<file path="config.mk">
export PLATFORM = sky130hd
export DESIGN_NAME = udma_eth_rxdesc_ring
export DESIGN_NICKNAME = d
export VERILOG_FILES = /design/src/rtl/udma_eth_rxdesc_pkg.sv /design/src/rtl/udma_eth_rxdesc_ring.sv
export SDC_FILE = /design/constraint.sdc
export NUM_CORES = 1
export LEC_CHECK = 0
export ABC_AREA = 1
export BUFFER_PORTS_ARGS = -buffer_cell sky130_fd_sc_hd__buf_2
export CAP_MARGIN = 20
export CORE_ASPECT_RATIO = 0.9
export CORE_MARGIN = 2
export CORE_UTILIZATION = 50
export CTS_BUF_LIST = sky130_fd_sc_hd__clkbuf_4
export CTS_CLUSTER_DIAMETER = 60
export CTS_CLUSTER_SIZE = 12
export DETAILED_ROUTE_END_ITERATION = 8
export MAX_ROUTING_LAYER = met4
export PLACE_DENSITY = 0.68
export SLEW_MARGIN = 5
export SYNTH_ARGS = -nofsm -noshare
export SYNTH_HDL_FRONTEND = slang
export SYNTH_SLANG_ARGS = --single-unit
export TNS_END_PERCENT = 5
</file>
<file path="constraint.sdc">
create_clock -name clk_i -period 4 [get_ports clk_i]
set_input_delay 0.6 -clock clk_i [delete_from_list [all_inputs] [get_ports clk_i]]
set_output_delay 0.6 -clock clk_i [all_outputs]
set_load 0.005 [all_outputs]
</file>
<file path="src/rtl/udma_eth_rxdesc_pkg.sv">
// -----------------------------------------------------------------------------
// udma_eth_rxdesc_pkg
// Shared constants for the uDMA Ethernet RX descriptor ring manager:
//   - config-bus word addresses and register regions,
//   - descriptor word bit positions (OWN / ERR),
//   - STATUS register bit positions and the DROP counter width,
//   - CFG register bit positions.
// -----------------------------------------------------------------------------
package udma_eth_rxdesc_pkg;

  // Register regions selected by addr[5:4]
  localparam logic [1:0] REG_SADDR = 2'b00;
  localparam logic [1:0] REG_DESC  = 2'b01;

  // Single-word registers
  localparam logic [5:0] ADDR_HEAD   = 6'h20;
  localparam logic [5:0] ADDR_CFG    = 6'h21;
  localparam logic [5:0] ADDR_IRQ_EN = 6'h22;
  localparam logic [5:0] ADDR_STATUS = 6'h23;

  // Descriptor word layout
  localparam int DESC_OWN_BIT = 31;
  localparam int DESC_ERR_BIT = 30;

  // CFG register layout
  localparam int CFG_EN_BIT  = 0;
  localparam int CFG_CLR_BIT = 1;

  // STATUS register layout
  localparam int STAT_DONE   = 0;
  localparam int STAT_FULL   = 1;
  localparam int STAT_OVF    = 2;
  localparam int STAT_FERR   = 3;
  localparam int STAT_W      = 4;
  localparam int DROP_LSB    = 8;
  localparam int DROP_W      = 8;

endpackage

</file>
<file path="src/rtl/udma_eth_rxdesc_ring.sv">
// -----------------------------------------------------------------------------
// udma_eth_rxdesc_ring
// RX descriptor ring manager for the uDMA Ethernet channel. Holds NUM_DESC
// buffer slots (start address, OWN, ERR, LEN), advances a hardware head
// pointer on every accepted frame, and keeps sticky status plus an IRQ.
//
// Ports:
//   clk_i, rstn_i          clock, asynchronous active-low reset
//   cfg_*                  uDMA config bus (combinational read, no wait states)
//   rx_startaddr_o         buffer address of the head slot
//   rx_ready_o             head slot is hardware-owned and the ring is enabled
//   frame_done_i/len/err   end-of-frame pulse with its length and error flag
//   rx_irq_o               level interrupt, |(STATUS[3:0] & IRQ_EN)
//
// The config address must be at least 6 bits wide; only addr[5:0] decodes.
// -----------------------------------------------------------------------------
module udma_eth_rxdesc_ring
  import udma_eth_rxdesc_pkg::*;
#(
  parameter int L2_AWIDTH_NOAL = 12,
  parameter int TRANS_SIZE     = 16,
  parameter int NUM_DESC       = 8,
  parameter int ADDR_W         = 6
) (
  input  logic                      clk_i,
  input  logic                      rstn_i,
  input  logic [31:0]               cfg_data_i,
  input  logic [ADDR_W-1:0]         cfg_addr_i,
  input  logic                      cfg_valid_i,
  input  logic                      cfg_rwn_i,
  output logic [31:0]               cfg_data_o,
  output logic                      cfg_ready_o,
  output logic [L2_AWIDTH_NOAL-1:0] rx_startaddr_o,
  output logic                      rx_ready_o,
  input  logic                      frame_done_i,
  input  logic [TRANS_SIZE-1:0]     frame_len_i,
  input  logic                      frame_err_i,
  output logic                      rx_irq_o
);

  localparam int HEAD_W = $clog2(NUM_DESC);
  typedef logic [HEAD_W-1:0] head_t;

  // ---------------------------------------------------------------------------
  // State
  // ---------------------------------------------------------------------------
  logic [L2_AWIDTH_NOAL-1:0] r_saddr [NUM_DESC];
  logic [NUM_DESC-1:0]       r_own;
  logic [NUM_DESC-1:0]       r_err;
  logic [TRANS_SIZE-1:0]     r_len   [NUM_DESC];
  head_t                     r_head;
  logic                      r_en;
  logic [STAT_W-1:0]         r_irq_en;
  logic [STAT_W-1:0]         r_status;
  logic [DROP_W-1:0]         r_drop;

  // ---------------------------------------------------------------------------
  // Config bus decode
  // ---------------------------------------------------------------------------
  logic [5:0]        w_addr;
  logic [1:0]        w_region;
  logic [3:0]        w_idx;
  logic              w_wr;
  logic              w_saddr_wr;
  logic              w_desc_wr;
  logic              w_cfg_wr;
  logic              w_irqen_wr;
  logic              w_stat_wr;
  logic              w_clr;
  logic [STAT_W-1:0] w_w1c;
  logic              w_drop_clr;
  logic              w_unused;

  assign w_addr     = cfg_addr_i[5:0];
  assign w_region   = w_addr[5:4];
  assign w_idx      = w_addr[3:0];
  assign w_wr       = cfg_valid_i & ~cfg_rwn_i;
  assign w_saddr_wr = w_wr & (w_region == REG_SADDR);
  assign w_desc_wr  = w_wr & (w_region == REG_DESC);
  assign w_cfg_wr   = w_wr & (w_addr == ADDR_CFG);
  assign w_irqen_wr = w_wr & (w_addr == ADDR_IRQ_EN);
  assign w_stat_wr  = w_wr & (w_addr == ADDR_STATUS);
  assign w_clr      = w_cfg_wr & cfg_data_i[CFG_CLR_BIT];
  assign w_w1c      = w_stat_wr ? cfg_data_i[STAT_W-1:0] : '0;
  assign w_drop_clr = w_w1c[STAT_OVF];
  assign w_unused   = ^cfg_data_i;

  // ---------------------------------------------------------------------------
  // Frame handling
  // ---------------------------------------------------------------------------
  logic              w_ready;
  logic              w_accept;
  logic              w_drop;
  head_t             w_head_nxt;
  logic              w_full;
  logic [STAT_W-1:0] w_stat_set;

  assign w_ready    = r_en & ~r_own[r_head];
  // CLR discards a coincident frame outright: neither accepted nor counted.
  assign w_accept   = frame_done_i &  w_ready & ~w_clr;
  assign w_drop     = frame_done_i & ~w_ready & ~w_clr;
  // NUM_DESC is a power of two, so the natural wrap of head_t is the modulo.
  assign w_head_nxt = head_t'(r_head + 1'b1);
  // FULL looks at the slot the head is about to land on, before this edge.
  assign w_full     = r_own[w_head_nxt];

  always_comb begin
    // NOTE: every variable assigned in a combinational block gets a default
    // first, so no path leaves it holding its old value (no latch).
    w_stat_set            = '0;
    w_stat_set[STAT_DONE] = w_accept;
    w_stat_set[STAT_FULL] = w_accept & w_full;
    w_stat_set[STAT_OVF]  = w_drop;
    w_stat_set[STAT_FERR] = w_accept & frame_err_i;
  end

  // ---------------------------------------------------------------------------
  // Buffer start addresses (survive CLR)
  // ---------------------------------------------------------------------------
  always_ff @(posedge clk_i or negedge rstn_i) begin
    if (!rstn_i) begin
      // NOTE: the slot arrays are plain flops, not RAM, so every entry is
      // reset; software relies on reading zero after reset.
      for (int i = 0; i < NUM_DESC; i++) r_saddr[i] <= '0;
    end else begin
      for (int i = 0; i < NUM_DESC; i++) begin
        if (w_saddr_wr && (w_idx == 4'(i))) r_saddr[i] <= cfg_data_i[L2_AWIDTH_NOAL-1:0];
      end
    end
  end

  // ---------------------------------------------------------------------------
  // Descriptor slots
  // ---------------------------------------------------------------------------
  always_ff @(posedge clk_i or negedge rstn_i) begin
    if (!rstn_i) begin
      r_own <= '0;
      r_err <= '0;
      for (int i = 0; i < NUM_DESC; i++) r_len[i] <= '0;
    end else if (w_clr) begin
      r_own <= '0;
      r_err <= '0;
      for (int i = 0; i < NUM_DESC; i++) r_len[i] <= '0;
    end else begin
      for (int i = 0; i < NUM_DESC; i++) begin
        if (w_desc_wr && (w_idx == 4'(i))) r_own[i] <= cfg_data_i[DESC_OWN_BIT];
      end
      // NOTE: state is updated with non-blocking assignments; when two of them
      // hit the same slot in one edge the later one wins, which is how the
      // hardware completion overrides a coincident software OWN write.
      if (w_accept) begin
        r_own[r_head] <= 1'b1;
        r_err[r_head] <= frame_err_i;
        r_len[r_head] <= frame_len_i;
      end
    end
  end

  // ---------------------------------------------------------------------------
  // Head pointer, control and status
  // ---------------------------------------------------------------------------
  always_ff @(posedge clk_i or negedge rstn_i) begin
    if (!rstn_i) begin
      r_head   <= '0;
      r_en     <= 1'b0;
      r_irq_en <= '0;
      r_status <= '0;
      r_drop   <= '0;
    end else begin
      // EN follows every CFG write, including the one that carries CLR.
      if (w_cfg_wr)   r_en     <= cfg_data_i[CFG_EN_BIT];
      if (w_irqen_wr) r_irq_en <= cfg_data_i[STAT_W-1:0];

      if (w_clr) begin
        r_head   <= '0;
        r_status <= '0;
        r_drop   <= '0;
      end else begin
        if (w_accept) r_head <= w_head_nxt;
        // Set after clear: a new event in the W1C cycle stays visible.
        r_status <= (r_status & ~w_w1c) | w_stat_set;
        if (w_drop_clr)                 r_drop <= w_drop ? DROP_W'(1) : '0;
        else if (w_drop && ~&r_drop)    r_drop <= r_drop + 1'b1;
      end
    end
  end

  // ---------------------------------------------------------------------------
  // Read mux
  // ---------------------------------------------------------------------------
  logic [31:0] w_rdata;

  always_comb begin
    w_rdata = '0;
    case (w_region)
      REG_SADDR: begin
        for (int i = 0; i < NUM_DESC; i++) begin
          if (w_idx == 4'(i)) w_rdata[L2_AWIDTH_NOAL-1:0] = r_saddr[i];
        end
      end
      REG_DESC: begin
        for (int i = 0; i < NUM_DESC; i++) begin
          if (w_idx == 4'(i)) begin
            w_rdata[DESC_OWN_BIT]     = r_own[i];
            w_rdata[DESC_ERR_BIT]     = r_err[i];
            w_rdata[TRANS_SIZE-1:0]   = r_len[i];
          end
        end
      end
      default: begin
        case (w_addr)
          ADDR_HEAD:   w_rdata[HEAD_W-1:0] = r_head;
          ADDR_CFG:    w_rdata[CFG_EN_BIT] = r_en;
          ADDR_IRQ_EN: w_rdata[STAT_W-1:0] = r_irq_en;
          ADDR_STATUS: begin
            w_rdata[STAT_W-1:0]                 = r_status;
            w_rdata[DROP_LSB+DROP_W-1:DROP_LSB] = r_drop;
          end
          default:     w_rdata = '0;
        endcase
      end
    endcase
  end

  // ---------------------------------------------------------------------------
  // Outputs
  // ---------------------------------------------------------------------------
  assign cfg_data_o     = w_rdata;
  assign cfg_ready_o    = 1'b1;
  assign rx_startaddr_o = r_saddr[r_head];
  assign rx_ready_o     = w_ready;
  assign rx_irq_o       = |(r_status & r_irq_en);

endmodule

</file>
==> reports/results.md <==
### Status
• finished clean — status

### Setup path
• 13 — CP Max Fanout
• 3400 ps — Data required, critical path
• reg2out — critical path start-end classification
• 3030 ps — data arrival at the endpoint of the critical path
• output pin — Critical Path Sink Type
• flip-flop — startpoint class of the critical path
• 11 — worst r2r path cells

### Clock tree
• built — clock tree from TritonCTS
• 260 — Num Clock Sinks
• 710 ps — clock latency on the worst-skew pair
• 130 ps — CTS clock-pin slew for the worst setup and hold paths
• 27 — total CTS buffers
• clkbuf_4 — root buffer cell
• 3 — maximum root-to-sink buffer count
• 0 — Post CTS Setup Buffer Count
• 1 — H-tree level count

### Routing
• 1740 — 1st-iter DRT viols
• 5.73 — drt via density
• 8 — first-pass iteration count of the detailed router
• 0 — remaining design rule violation count
• 0 — ANT nets after route
• 45.5 mm — final wirelength
• 12700 — vias after detailed routing
• 20.5 um — average wire length per cell after detail routing

### Synthesis
• 49.0% — share of the yosys chip area belonging to registers
• 0 — count of warnings emitted by yosys
• 1792 — number of instances in the synthesized netlist
• 38 — number of different library cells in the post-synthesis netlist
• dfrtp_1 — cell type with the highest aggregate area in the netlist
• dfrtp_1 49%, nand2_1 20%, o21ai_0 7.2% — Area contributors post-synth
• 49.0% — area share of the largest cell type after synthesis
• 7.41 sq um — average size of a mapped cell
• 260 — count of state elements after synthesis
• 13300 sq um — Post-Synthesis Cell Area

### Global route
• 11800 — number of global-route vias before repair
• 33.9% — overall routing resource usage
• 0 — global route overflow
• 69.6 mm — wire length of the first global-routing pass
• 1 — initial antenna violation count
• 106 — maximum number of pins on one net before global-route repair

### STA
• 0 ps — setup TNS after final layout
• 3630 ps — clock period minus worst slack
• no — unrepaired setup endpoints after global routing
• 0 — hold violation count in the final report
• 150 ps — smallest hold slack
• 1060 ps — transition at the pin with the smallest max-transition slack
• 90.8% — final critical-path share of the clock period
• 275 MHz — Fmax
• 17.6 ps — worst setup skew after layout
• 0 — final max-slew violation count
• 29.3% — headroom to the max-slew limit
• 0 — final setup violating endpoints

### Floorplanning
• 107 — Top Ports
• 176 um — Chip Width
• 56 — number of core rows
• 50.9% — initial core utilization
• 159 um — die height
• 27900 sq um — die area
• 26100 sq um — area of the core

### Placed design
• 72 — total of buffers placed on input and output ports
• 29.9 mm — hpwl dp
• 14100 sq um — dpl cell area
• 2179 — instance count after placement with tap cells included
• 0.965 — final weighted congestion in routability-driven placement

### Finish
• 5860 sq um — area of combinational cells with multiple inputs
• 6510 sq um — Sequential cell area
• 2513 — FILL cells
• 2220 — final standard cell count with taps included and fillers excluded
• 9.00% — area growth from synthesis to final layout
• 11.0% — share of final-layout standard cells stronger than drive strength 1
• 14500 sq um — Design Area, Final
• 1924 — net count of the finished layout

### Power
• 437 nW/um^2 — pwr dens
• 6.32 mW — total power draw
• 0.354 mV — largest voltage drop on the vdd net
• 7.51 nW — leak pwr

### Flow run
• 0 — maximum capacitance violations

### Min path
• in2reg — Hold Path Class
• 3 — hold depth

routing by layer:
layer	track usage [%]	share of wire (%)	vias to the layer above
met2	47.8	42	697
met5	-	0	-
met1	46.9	42	5984
met4	12.9	4.2	0
li1	-	-	5919
met3	9.03	12	112
where the power goes:
| group | switching, mW | leakage (nW) | internal, mW |
|---|---|---|---|
| clock network | 0.908 | 0.181 | 0.477 |
| registers | 0.308 | 3.53 | 3.04 |
| logic | 1.11 | 3.80 | 0.480 |
| total | 2.33 | 7.51 | 4.00 |
critical path, cell delays in order, from the launching register on:
cell	delay [ps]
dfrtp_1	580
inv_1	270
nand3_1	270
inv_1	370
a221oi_1	420
nand3_1	210
buf_2	180
metrics by stage:
step           setup slack, ps  utilization [%]
2_1_floorplan             1470                -
3_3_place_gp               684             54.2
3_5_place_dp               652             54.2
4_1_cts                    122             55.4
5_1_grt                    144             55.5
6_report                   370             55.5
sequential cells by signal, summed over array words and instances (netlist names):
name and count:
r_irq_en 4, r_drop 8, r_err 8, r_len 128, r_saddr 96, r_own 8
r_head 3, r_status 4, r_en 1
layout make-up:
| class | instances | share of cell area (%) |
|---|---|---|
| repair inverters | 1 | 0.0346 |
| clock inverters | 9 | 0.649 |
| flip-flops and latches | 260 | 45.0 |
| clock buffers | 29 | 1.50 |
| inverters | 132 | 3.45 |
| diodes | 1 | 0.0173 |
| repair buffers | 132 | 5.86 |
| well taps | 348 | 3.01 |
| multi-input cells | 1308 | 40.5 |
cells in the final DEF, fill, tap and decap left out, drive strengths merged, types with 3 or more instances in the layout:
cell	n
a21boi	5
a21oi	65
a221oi	13
a22oi	12
buf	131
clkbuf	29
clkinv	7
clkinvlp	3
conb	15
dfrtp	260
inv	130
nand2	723
nand3	118
nand4	37
nor2	57
nor3	5
o211ai	6
o21ai	213
o22ai	8
o32ai	3
or2	13
worst paths after layout:
kind                                     start                end  slack (ps)
max in group asynchronous               rstn_i         r_len[116]        2480
worst min-delay path            frame_len_i[6]          r_len[38]         150
min in group asynchronous               rstn_i        r_saddr[45]         510
worst min register to register        r_len[8]           r_len[8]         480
worst max register to register       r_head[1]           r_err[2]         760
worst max-delay path                 r_head[0]  rx_startaddr_o[1]         370
synthesized netlist by cell type, drive strengths merged:
library cell	instances
nand4	37
mux2i	1
o21ai	213
a221oi	13
nor3	5
or2	13
a22oi	12
nand3b	2
a21boi	5
nand3	118
dfrtp	260
a21oi	65
o2111a	1
and3	2
o32ai	3
clkinv	2
o21bai	1
nor2	57
ha	2
buf	45
nor4	2
o22ai	8
a22o	2
o211ai	6
conb	2
inv	130
nand2	723
clkbuf	60
xor2	2
cell families (layout without fill, tap and decap cells):
logic type               Yosys count  count (layout)  synth area share [%]
flip-flops                       260             260                  49.0
adder cells (fa/ha/maj)            2               2                 0.189
XOR/XNOR                           2               2                 0.132
AO/OA/AOI/OAI                    329             329                  13.5
buffers and inverters            237             303                  7.33
multiplexers                       1               1                0.0754
other                              2              16                0.0566
AND/OR/NAND/NOR                  959             959                  29.7
timing repair:
action | 4_1_cts | 5_1_grt
hold buffers | 1 | 0
endpoints found under the hold margin | 90 | 0
setup endpoints to repair | 0 | 6
resized for setup | 0 | 2
Note: power is estimated with default switching activity, not from simulation.
